`src/rtl/cgra_config_loader.sv`:
```
// Host-side CGRA configuration loader. Host entries are buffered in a small
// FIFO, replayed as single-cycle write_config_data strobes, and each batch is
// closed with a start_exec pulse carrying the highest context index written.
module cgra_config_loader #(
  parameter int PE_ROW_SIZE             = 4,
  parameter int PE_COLUMN_SIZE          = 4,
  parameter int PE_ROW_BIT_LENGTH       = 2,
  parameter int PE_COLUMN_BIT_LENGTH    = 2,
  parameter int INPUT_NUM_BIT_LENGTH    = 3,
  parameter int OPERATION_BIT_LENGTH    = 4,
  parameter int DATA_WIDTH              = 32,
  parameter int CONTEXT_SIZE_BIT_LENGTH = 4,
  parameter int FIFO_DEPTH              = 4
)(
  input  logic                               clk,
  input  logic                               reset,
  input  logic                               in_valid,
  output logic                               in_ready,
  input  logic [PE_ROW_BIT_LENGTH-1:0]       in_row,
  input  logic [PE_COLUMN_BIT_LENGTH-1:0]    in_column,
  input  logic [INPUT_NUM_BIT_LENGTH-1:0]    in_input_index_1,
  input  logic [INPUT_NUM_BIT_LENGTH-1:0]    in_input_index_2,
  input  logic [OPERATION_BIT_LENGTH-1:0]    in_op,
  input  logic [DATA_WIDTH-1:0]              in_const,
  input  logic [CONTEXT_SIZE_BIT_LENGTH-1:0] in_context,
  input  logic                               in_last,
  output logic [PE_ROW_BIT_LENGTH-1:0]       config_PE_row_index,
  output logic [PE_COLUMN_BIT_LENGTH-1:0]    config_PE_column_index,
  output logic [INPUT_NUM_BIT_LENGTH-1:0]    config_input_PE_index_1,
  output logic [INPUT_NUM_BIT_LENGTH-1:0]    config_input_PE_index_2,
  output logic [OPERATION_BIT_LENGTH-1:0]    config_op,
  output logic [DATA_WIDTH-1:0]              config_const_data,
  output logic [CONTEXT_SIZE_BIT_LENGTH-1:0] config_index,
  output logic                               write_config_data,
  output logic                               start_exec,
  output logic [CONTEXT_SIZE_BIT_LENGTH-1:0] mapping_context_max_id,
  output logic                               busy,
  output logic                               cfg_error
);
  localparam int AW = $clog2(FIFO_DEPTH);

  typedef struct packed {
    logic [PE_ROW_BIT_LENGTH-1:0]       row;
    logic [PE_COLUMN_BIT_LENGTH-1:0]    col;
    logic [INPUT_NUM_BIT_LENGTH-1:0]    idx1;
    logic [INPUT_NUM_BIT_LENGTH-1:0]    idx2;
    logic [OPERATION_BIT_LENGTH-1:0]    op;
    logic [DATA_WIDTH-1:0]              cst;
    logic [CONTEXT_SIZE_BIT_LENGTH-1:0] ctx;
    logic                               last;
  } entry_t;

  typedef enum logic {LOAD, START} state_t;

  entry_t                             mem [FIFO_DEPTH];
  entry_t                             in_entry, head;
  logic [AW:0]                        wr_ptr, rd_ptr;
  logic                               full, empty, push, pop, in_range;
  state_t                             state, state_nxt;
  logic [CONTEXT_SIZE_BIT_LENGTH-1:0] acc;

  // Extra pointer MSB distinguishes full from empty when low bits match.
  assign full     = (wr_ptr[AW] != rd_ptr[AW]) && (wr_ptr[AW-1:0] == rd_ptr[AW-1:0]);
  assign empty    = (wr_ptr == rd_ptr);
  assign in_ready = !full;
  assign push     = in_valid && in_ready;
  assign in_entry = '{row: in_row, col: in_column, idx1: in_input_index_1,
                      idx2: in_input_index_2, op: in_op, cst: in_const,
                      ctx: in_context, last: in_last};
  assign head     = mem[rd_ptr[AW-1:0]];
  assign in_range = (int'(head.row) < PE_ROW_SIZE) && (int'(head.col) < PE_COLUMN_SIZE);
  assign busy     = !empty || (state != LOAD);

  // Entry storage; contents need no reset since pointers gate every read.
  always_ff @(posedge clk) begin
    if (push) mem[wr_ptr[AW-1:0]] <= in_entry;
  end

  // FIFO pointers.
  always_ff @(posedge clk or posedge reset) begin
    if (reset) begin
      wr_ptr <= '0;
      rd_ptr <= '0;
    end else begin
      if (push) wr_ptr <= wr_ptr + (AW+1)'(1);
      if (pop)  rd_ptr <= rd_ptr + (AW+1)'(1);
    end
  end

  // State register.
  always_ff @(posedge clk or posedge reset) begin
    if (reset) state <= LOAD;
    else       state <= state_nxt;
  end

  // Next state and pop: drain one entry per cycle in LOAD, pause one cycle in START.
  always_comb begin
    state_nxt = state;
    pop       = 1'b0;
    case (state)
      LOAD: begin
        if (!empty) begin
          pop = 1'b1;
          if (head.last) state_nxt = START;
        end
      end
      START:   state_nxt = LOAD;
      default: state_nxt = LOAD;
    endcase
  end

  // Registered CGRA-side outputs; dropped entries leave config_* untouched.
  always_ff @(posedge clk or posedge reset) begin
    if (reset) begin
      config_PE_row_index     <= '0;
      config_PE_column_index  <= '0;
      config_input_PE_index_1 <= '0;
      config_input_PE_index_2 <= '0;
      config_op               <= '0;
      config_const_data       <= '0;
      config_index            <= '0;
      write_config_data       <= 1'b0;
      start_exec              <= 1'b0;
      mapping_context_max_id  <= '0;
      cfg_error               <= 1'b0;
      acc                     <= '0;
    end else begin
      write_config_data <= pop && in_range;
      start_exec        <= (state == START);
      if (pop && in_range) begin
        config_PE_row_index     <= head.row;
        config_PE_column_index  <= head.col;
        config_input_PE_index_1 <= head.idx1;
        config_input_PE_index_2 <= head.idx2;
        config_op               <= head.op;
        config_const_data       <= head.cst;
        config_index            <= head.ctx;
      end
      if (pop && !in_range) cfg_error <= 1'b1;
      if (state == START) begin
        mapping_context_max_id <= acc;
        acc                    <= '0;
      end else if (pop && in_range && (head.ctx > acc)) begin
        acc <= head.ctx;
      end
    end
  end
endmodule

```
`config.mk`:
```
export PLATFORM = sky130hd
export DESIGN_NAME = cgra_config_loader
export DESIGN_NICKNAME = d
export VERILOG_FILES = /design/src/rtl/cgra_config_loader.sv
export SDC_FILE = /design/constraint.sdc
export NUM_CORES = 1
export LEC_CHECK = 0
export BUFFER_PORTS_ARGS = -buffer_cell sky130_fd_sc_hd__buf_2
export CAP_MARGIN = 20
export CORE_ASPECT_RATIO = 0.7
export CORE_MARGIN = 8
export CORE_UTILIZATION = 63
export CTS_CLUSTER_SIZE = 14
export DETAILED_ROUTE_END_ITERATION = 8
export PLACE_DENSITY = 0.82
export REMOVE_ABC_BUFFERS = 1
export SLEW_MARGIN = 25
export SYNTH_ARGS = -nofsm -noshare
export SYNTH_HDL_FRONTEND = slang
export SYNTH_SLANG_ARGS = --single-unit
```
`constraint.sdc`:
```
create_clock -name clk -period 9 [get_ports clk]
set_clock_uncertainty 0.15 [all_clocks]
set_input_delay 1.8 -clock clk [delete_from_list [all_inputs] [get_ports clk]]
set_output_delay 1.8 -clock clk [all_outputs]
set_load 0.05 [all_outputs]
```
# Word level (Yosys, flattened, before mapping)
# Memory sizes are Yosys's and may differ from the RTL's.
# Index checks and enable logic that the tools add are counted.
[classes]
addsub = 2
bitwise_logic = 1
n_eq_ne = 3
magnitude_cmp = 1
muxes = 9
reduce_logical = 7
[ops]
columns = ["cell", "count"]
rows = [
  ["$mux 4", 2],
  ["$add 3x1->3 const B", 2],
  ["$mux 1", 6],
  ["$gt 4x4->1", 1],
  ["$eq 3x3->1", 1],
  ["$logic_and 1x1->1", 3],
  ["$eq 2x2->1", 1],
  ["$logic_not 1->1", 2],
  ["$pmux 1 s2", 1],
  ["$reduce_bool 2->1", 1],
  ["$logic_or 1x1->1", 1],
  ["$ne 1x1->1", 1],
  ["$not 1->1", 1],
]
[word_totals]
ram_bits = 204
input_bits = 54
mem_count = 1
reg_bits = 67
output_inout_bits = 59
word_cells = 38
[memory_table]
columns = ["name", "words", "width", "read_ports", "rd_ports_with_merged_regs", "wr", "line_no", "text"]
rows = [
  ["mem", 4, 51, 1, 0, 1, "55", "entry_t mem [FIFO_DEPTH];"],
]

# Depth between registers and ports, before layout
# Gate-level depths: netlist of the first run.
[logic_depth]
word_depth = 6
ltp_mapped = 9
depth_no_buf = 7

# Least setup slack after synthesis of the first run
# OpenSTA, ideal clock, no wires.
[synth_timing]
kind = "input -> register"
startpoint = "input in_valid"
endpoint = "memory mem[3][0] (netlist bit) (enable)"
t_required_ps = 8435
slack_ps = 5057
n_path_buf = 0
path_stages = 3
arrival_ps = 3377
setup_ps = 415
cell_sequence = "inv_1 > a31oi_2 > and2_1"
[synth_via]
elab_chain_len = 3
[synth_rtl]
columns = ["item", "line_no", "text"]
rows = [
  ["start, declared", "17", "input logic in_valid,"],
  ["$logic_and 1x1->1", "66", "assign push = in_valid && in_ready;"],
  ["$mux 1", "76", "if (push) mem[wr_ptr[AW-1:0]] <= in_entry;"],
  ["$mux 1 (not written as such)", "76", ""],
  ["end, declared", "55", ""],
]
# Every way passes these cells.

# Worst setup path after layout of the first run
[layout_timing]
startpoint = "register rd_ptr[0]"
endpoint = "output busy"
[layout_via]
elab_chain_len = 3
[layout_rtl]
columns = ["item", "line_no", "text"]
rows = [
  ["start, declared", "57", "logic [AW:0] wr_ptr, rd_ptr;"],
  ["start signal, assigned", "86", "if (pop) rd_ptr <= rd_ptr + (AW+1)'(1);"],
  ["$eq 3x3->1", "64", "assign empty = (wr_ptr == rd_ptr);"],
  ["$logic_not 1->1", "n/a", ""],
  ["$logic_or 1x1->1", "72", "assign busy = !empty || (state != LOAD);"],
  ["end, declared", "37", "output logic busy,"],
]
# Every way passes these cells.

==> results of run 1 <==
[cells by family after synthesis]
| kind of cell | after synthesis | share of synthesized area, % |
|---|---|---|
| fa+ha+maj | 9 | 1.08 |
| buf+inv | 28 | 2.24 |
| mux | 110 | 19.1 |
| xor+xnor | 8 | 1.11 |
| other cells | 1 | 0.0360 |
| compound gates | 6 | 0.637 |
| simple gates | 15 | 0.818 |
| flops | 271 | 75.0 |
[layout by cell type (no fill, tap or decap), types with 2 or more instances in the layout]
cell type,count
edfxtp_1,204
buf_2,111
dfrtp_1,65
mux4_2,51
mux2_4,46
clkbuf_16,25
mux2_2,12
clkbuf_1,10
ha_1,9
inv_1,7
buf_4,7
clkinv_2,5
and2_2,4
xor2_1,3
nor2_1,3
xnor2_1,2
xnor2_4,2
o211a_1,2
bufinv_16,2
clkinv_1,2
clkbuf_8,2
[metal layers]
| metal | vias to the layer above | wire length, um |
|---|---|---|
| li1 | 2039 | - |
| met1 | 2420 | 8240 |
| met2 | 167 | 9020 |
| met3 | 26 | 1280 |
| met4 | 0 | 246 |
| met5 | - | 0 |
[per-stage QoR]
step | power [mW] | utilization [%]
after CTS | 5.03 | 73.2
after detailed placement | 3.99 | 68.4
after floorplan | 3.56 | -
after global placement | 3.93 | 68.4
final | 4.98 | 73.2
after global routing | 5.21 | 73.2
[worst min path at each step]
stage                               from                         to  cells past startpoint
6_report            config_const_data[8]       config_const_data[8]                      1
5_1_grt        mapping_context_max_id[2]  mapping_context_max_id[2]                      1
4_1_cts             config_const_data[8]       config_const_data[8]                      1
3_5_place_dp                config_op[2]               config_op[2]                      1
3_3_place_gp        config_const_data[6]       config_const_data[6]                      1
2_1_floorplan                     acc[1]  mapping_context_max_id[1]                      1
[sequential cells by signal, indices dropped and copies added (netlist names)]
register / flops
mem: 204
config_const_data: 32
acc: 4
config_index: 4
config_op: 4
mapping_context_max_id: 4
config_input_PE_index_1: 3
config_input_PE_index_2: 3
rd_ptr: 3
wr_ptr: 3
config_PE_column_index: 2
config_PE_row_index: 2
start_exec: 1
state: 1
write_config_data: 1
[power by group through the flow]
stage | Sequential [mW] | Combinational [mW] | Clock [mW]
floorplan | 2.43 | 1.13 | 0
global placement | 1.90 | 2.03 | 0
detailed placement | 1.93 | 2.06 | 0
CTS | 1.91 | 2.09 | 1.04
global route | 1.94 | 2.18 | 1.08
finish | 1.91 | 2.06 | 1.02
[layout make-up]
type	instances	area, um2
inverters	8	31.3
well taps	225	282
clock inverters	9	96.3
flip-flops and latches	271	7810
repair buffers	119	619
clock buffers	37	691
multi-input cells	149	2370
fillers	940	4350
==> impl_results.md, run 1 <==
* Status: finished clean
* Final setup viols at 0
* Final Hold Fails at 0
* Number of flops mapped to enable cells by yosys at 204
* Final std cells w/o fill at 818
* Rows at 39
* GR Overflow Total at 0
* Post-Synthesis Cell Area at 10400 um2
* Met1 GRT Util at 25.6%
* CTS tree: built
* Sequential share of the synthesized area at 75.0%
* Tmin final at 3570 ps
* Clock latency on the worst-skew pair at 520 ps
* R2r startpoint: rd_ptr[0]
* Top Family by Delay on Critical Path: flip-flops
* Post-placement cell area at 11100 um2
* Total negative slack at 0 ps
* Crit. End Element: primary output
* Overall Global Routing Usage at 18.3%
* Cell-internal power at 3.22 mW
* Cts bufs inserted at 25
* Met3 usage at 3.92%
* Max Cap Viol at 0
* Critical path arrival at 1620 ps
* Period utilization at 39.7%
* Critical-path maximum fanout at 4
* Pwr dens at 419 nW/um2
* RSZ-0062 raised after global routing: false
* Post-CTS Hold Fix Bufs at 0
* Psw at 1.77 mW
* Class of the worst hold path: reg -> reg
* GPL Wtd Cong at 0.740
* H-tree depth at 1
* DR vias/cell at 5.69
* Clk pin slew, worst setup/hold paths at 60 ps
* Cell count after synthesis at 448
* Critical-path cell list: xnor2_4 > nand4b_1 > buf_2
* Leakage at 4.52 nW
* Clock Power Share at 20.4%
* Final Instance Area at 11900 um2
* CP Capture Point: busy
* Vias in the first global route at 5032
* Die height at 124 um
* Worst setup slack after layout at 5430 ps
* Peak supply drop at 0.417 mV
* Reg2Reg Depth at 7
* Worst Path Class, Setup: reg -> out
* Cell taking the most area after synthesis: edfxtp_1
* # diodes at 0
* WL final at 18.8 mm
* Most common cell in the synthesized netlist: edfxtp_1
* Avg Inst Size Synth at 23.2 um2
* Met2 Use GR at 30.2%
* Cell depth of the worst setup path at 3
* Core Area at 16200 um2
* Seq cells post-synth at 271
* Comb pwr share at 41.3%
* Top Usage Layer GRT: met2
* Max Freq at 280 MHz
* Maximum buffer depth of the clock tree at 3
* Worst setup SP type: register
* Drt initial violations at 395
* Switching Share at 35.4%
* DRC errors left at 0
* Synth-to-layout area growth at 14.4%
* Post-cts resize count at 0
* WP data required at 7050 ps
* Share of layout cells above drive strength 1 at 46.4%
* Post-synth top area share at 58.9%
* Critical path startpoint: rd_ptr[0]
* Wire per inst at 23.0 um
* Die X-Extent at 170 um
* Initial core utilization at 64.0%
* Io pins at 113
* Worst slack at placement at 5410 ps
* Flop pwr share at 38.3%
* Worst slew margin at 30.4%
* Initial antenna violation count at 0
* Clk sink count at 271
* Post-DRT Antenna Nets at 0
* Leading post-synthesis cells by cell area: edfxtp_1, dfrtp_1, mux4_2
* Vias after detailed routing at 4652
* Port bufs at 111
* FFs w/ async S/R, synth at 24.7%
* DP Wirelength at 11.1 mm
* Worst slew pin tran at 1040 ps
* Reg2Reg Setup Slack at 5830 ps
* Hold slack at 351 ps
* Final Max Tran Viols at 0
* Placed Instances at 772
* Die area at 20900 um2
* Largest net degree at the start of global routing at 68
* Ys flop type: edfxtp_1
* Post-CTS setup buffer count at 0
* First-pass GRT wire length at 29.0 mm
* Nets at 637
* CTS Root Cell: clkbuf_16
* Pre-Repair DR Iteration Count at 4
* Max incr delay on CP at 510 ps
* Worst path slowest cell: dfrtp_4
* Yosys cell types at 32
* Synth warn at 0
* Post-synth top cells: edfxtp_1, dfrtp_1, mux4_2
* Number of buffers and inverters on the critical path at 1
* FF-to-FF End: acc[3]
No activity file was read; power rests on OpenSTA's default activity.
==> run 2, diff against run 1 <==
--- a/config.mk
+++ b/config.mk
@@ -9,10 +9,10 @@
 export CAP_MARGIN = 20
 export CORE_ASPECT_RATIO = 0.7
 export CORE_MARGIN = 8
-export CORE_UTILIZATION = 63
+export CORE_UTILIZATION = 58
 export CTS_CLUSTER_SIZE = 14
 export DETAILED_ROUTE_END_ITERATION = 8
-export PLACE_DENSITY = 0.82
+export PLACE_DENSITY = 0.76
 export REMOVE_ABC_BUFFERS = 1
 export SLEW_MARGIN = 25
 export SYNTH_ARGS = -nofsm -noshare
==> constraint.sdc (replaced) <==
create_clock -name clk -period 3.35 [get_ports clk]
set_clock_uncertainty 0.15 [all_clocks]
set_input_delay 0.67 -clock clk [delete_from_list [all_inputs] [get_ports clk]]
set_output_delay 0.67 -clock clk [all_outputs]
set_load 0.05 [all_outputs]
==> run 2 against run 1 <==
Die area up 7.6%. Non-clock buffer count is 8 higher. Design area rose by 1.6%. Clock power increased to 2.9 times the previous value. Global-route usage fell by 1.2 points.
==> impl_results.md, run 2 (synthesis results as in run 1) <==
* FF-to-FF End: config_const_data[4]
* GR Overflow Total at 0
* Final Hold Fails at 0
* Worst path slowest cell: dfrtp_4
* Worst slew margin at 55.7%
* Cts bufs inserted at 26
* Wire length on met2 at 9.34 mm
* RSZ-0062 raised after global routing: false
* Reg2Reg Depth at 4
* Share of layout cells above drive strength 1 at 47.6%
* Status: finished clean
* Critical path arrival at 2020 ps
* Crit. End Element: primary output
* Hold slack at 46.5 ps
* Overall Global Routing Usage at 17.1%
* Drt initial violations at 310
* Top Family by Delay on Critical Path: flip-flops
* Number of buffers and inverters on the critical path at 2
* Post-CTS setup buffer count at 0
* Commonest non-fill, non-tap cell in the layout: edfxtp_1
* Core Area at 17800 um2
* Post-cts resize count at 0
* R2r startpoint: rd_ptr[0]
* WL final at 19.1 mm
* CP Capture Point: busy
* Largest net degree at the start of global routing at 41
* Post-CTS Hold Fix Bufs at 0
* Maximum buffer depth of the clock tree at 3
* Period utilization at 84.7%
* Max incr delay on CP at 600 ps
* Comb pwr share at 40.0%
* Initial core utilization at 58.4%
* Synth-to-layout area growth at 16.2%
* Max reg flops at 204
* Psw at 4.77 mW
* Fin util at 67.9%
* Class of the worst hold path: in -> async
* Flop pwr share at 38.2%
* Most frequent cells in the layout: edfxtp_1, buf_2, dfrtp_1
* Clock Power Share at 21.9%
* H-tree depth at 1
* DRT met1 WL at 8.23 mm
* Worst Path Class, Setup: reg -> out
* Cell-internal power at 8.89 mW
* Critical path startpoint: rd_ptr[0]
* Io pins at 113
* GPL Wtd Cong at 0.717
* Cell depth of the worst setup path at 4
* First-pass GRT wire length at 29.8 mm
* Pre-Repair DR Iteration Count at 4
* Nets at 646
* Critical-path maximum fanout at 13
* DP Wirelength at 11.8 mm
* Initial antenna violation count at 2
* Rows at 41
* Wire per inst at 22.7 um
* Clk pin slew, worst setup/hold paths at 60 ps
* Tmin final at 2840 ps
* Vias after detailed routing at 4690
* CTS Root Cell: clkbuf_16
* Max Freq at 352 MHz
* Vias in the first global route at 5220
* DR vias/cell at 5.58
* Switching Share at 34.9%
* CTS tree: built
* Die X-Extent at 176 um
* Critical-path cell list: buf_4 > xnor2_4 > nand4b_1 > buf_2
* Final Max Tran Viols at 0
* Clk sink count at 271
* Worst setup SP type: register
* Metal3 WL at 1.17 mm
* DRC errors left at 0
* Max Cap Viol at 0
* Final setup viols at 0
* Port bufs at 111
* Filler Cell Count at 1159
* Clock latency on the worst-skew pair at 510 ps
* Peak supply drop at 0.620 mV
* Post-DRT Antenna Nets at 0
* Die height at 128 um
* Leakage at 4.61 nW
* Die area at 22500 um2
* Highest routed metal layer: met5
* WP data required at 2530 ps
* Reg2Reg Setup Slack at 630 ps
* Pwr dens at 1130 nW/um2
* Worst slew pin tran at 665 ps
==> run 2: changes by cell type in the layout (fill, tap and decap cells not counted) <==
cell,delta
clkinv_2,+1
bufinv_16,+2
diode_2,+2
buf_4,+8
inv_6,-1
buf_12,+1
clkbuf_16,+2
buf_6,-1
clkbuf_1,-6
clkinv_1,+4
==> run 2: worst reg2reg max path, stage by stage (launching register included) <==
cell and delay, ps:
dfrtp_4 590, buf_4 340, buf_4 600, mux4_2 640, mux2_2 290
==> run 2: metal layers <==
| metal | vias up | track usage [%] |
|---|---|---|
| met5 | - | 0 |
| met4 | 4 | 3.53 |
| met3 | 29 | 4.06 |
| met2 | 131 | 28.7 |
| met1 | 2458 | 22.8 |
| li1 | 2068 | - |
==> run 2: how the worst min path moves through the flow <==
stage / start / endpoint / depth (start not counted)
floorplan: acc[1] / mapping_context_max_id[1] / 1
global placement: mapping_context_max_id[3] / mapping_context_max_id[3] / 1
detailed placement: config_const_data[11] / config_const_data[11] / 1
CTS: reset / state / 2
global route: reset / state / 2
finish: reset / state / 2
==> run 2: per-stage QoR <==
| stage | TNS [ps] | instances | instance area [um2] | setup WS, ps | power, mW |
|---|---|---|---|---|---|
| finish | 0 | 841 | 12100 | 511 | 13.7 |
| global route | 0 | 839 | 12100 | 394 | 14.3 |
| CTS | 0 | 839 | 12100 | 458 | 13.8 |
| detailed placement | 0 | 791 | 11200 | 589 | 10.8 |
| global placement | 0 | 791 | 11200 | 635 | 10.6 |
| floorplan | -346460 | 428 | 10200 | -1670 | 9.56 |
==> run 2: power by group through the flow <==
| stage | Sequential, mW | Clock, mW | Combinational [mW] |
|---|---|---|---|
| floorplan | 6.53 | 0 | 3.03 |
| global placement | 5.23 | 0 | 5.41 |
| detailed placement | 5.28 | 0 | 5.56 |
| CTS | 5.24 | 3.05 | 5.57 |
| global route | 5.33 | 3.17 | 5.79 |
| finish | 5.22 | 2.99 | 5.46 |
==> run 2: final cells by class <==
type                            count  area [um2]  share of cell area, %
Clock buffer                       33         718                   5.94
Antenna cell                        2        5.00                 0.0414
Tap cell                          236         295                   2.44
Inverter                            8        31.3                  0.259
Timing Repair Buffer              127         688                   5.69
Multi-Input combinational cell    149        2370                   19.6
Clock inverter                     15         168                   1.39
Sequential cell                   271        7810                   64.6
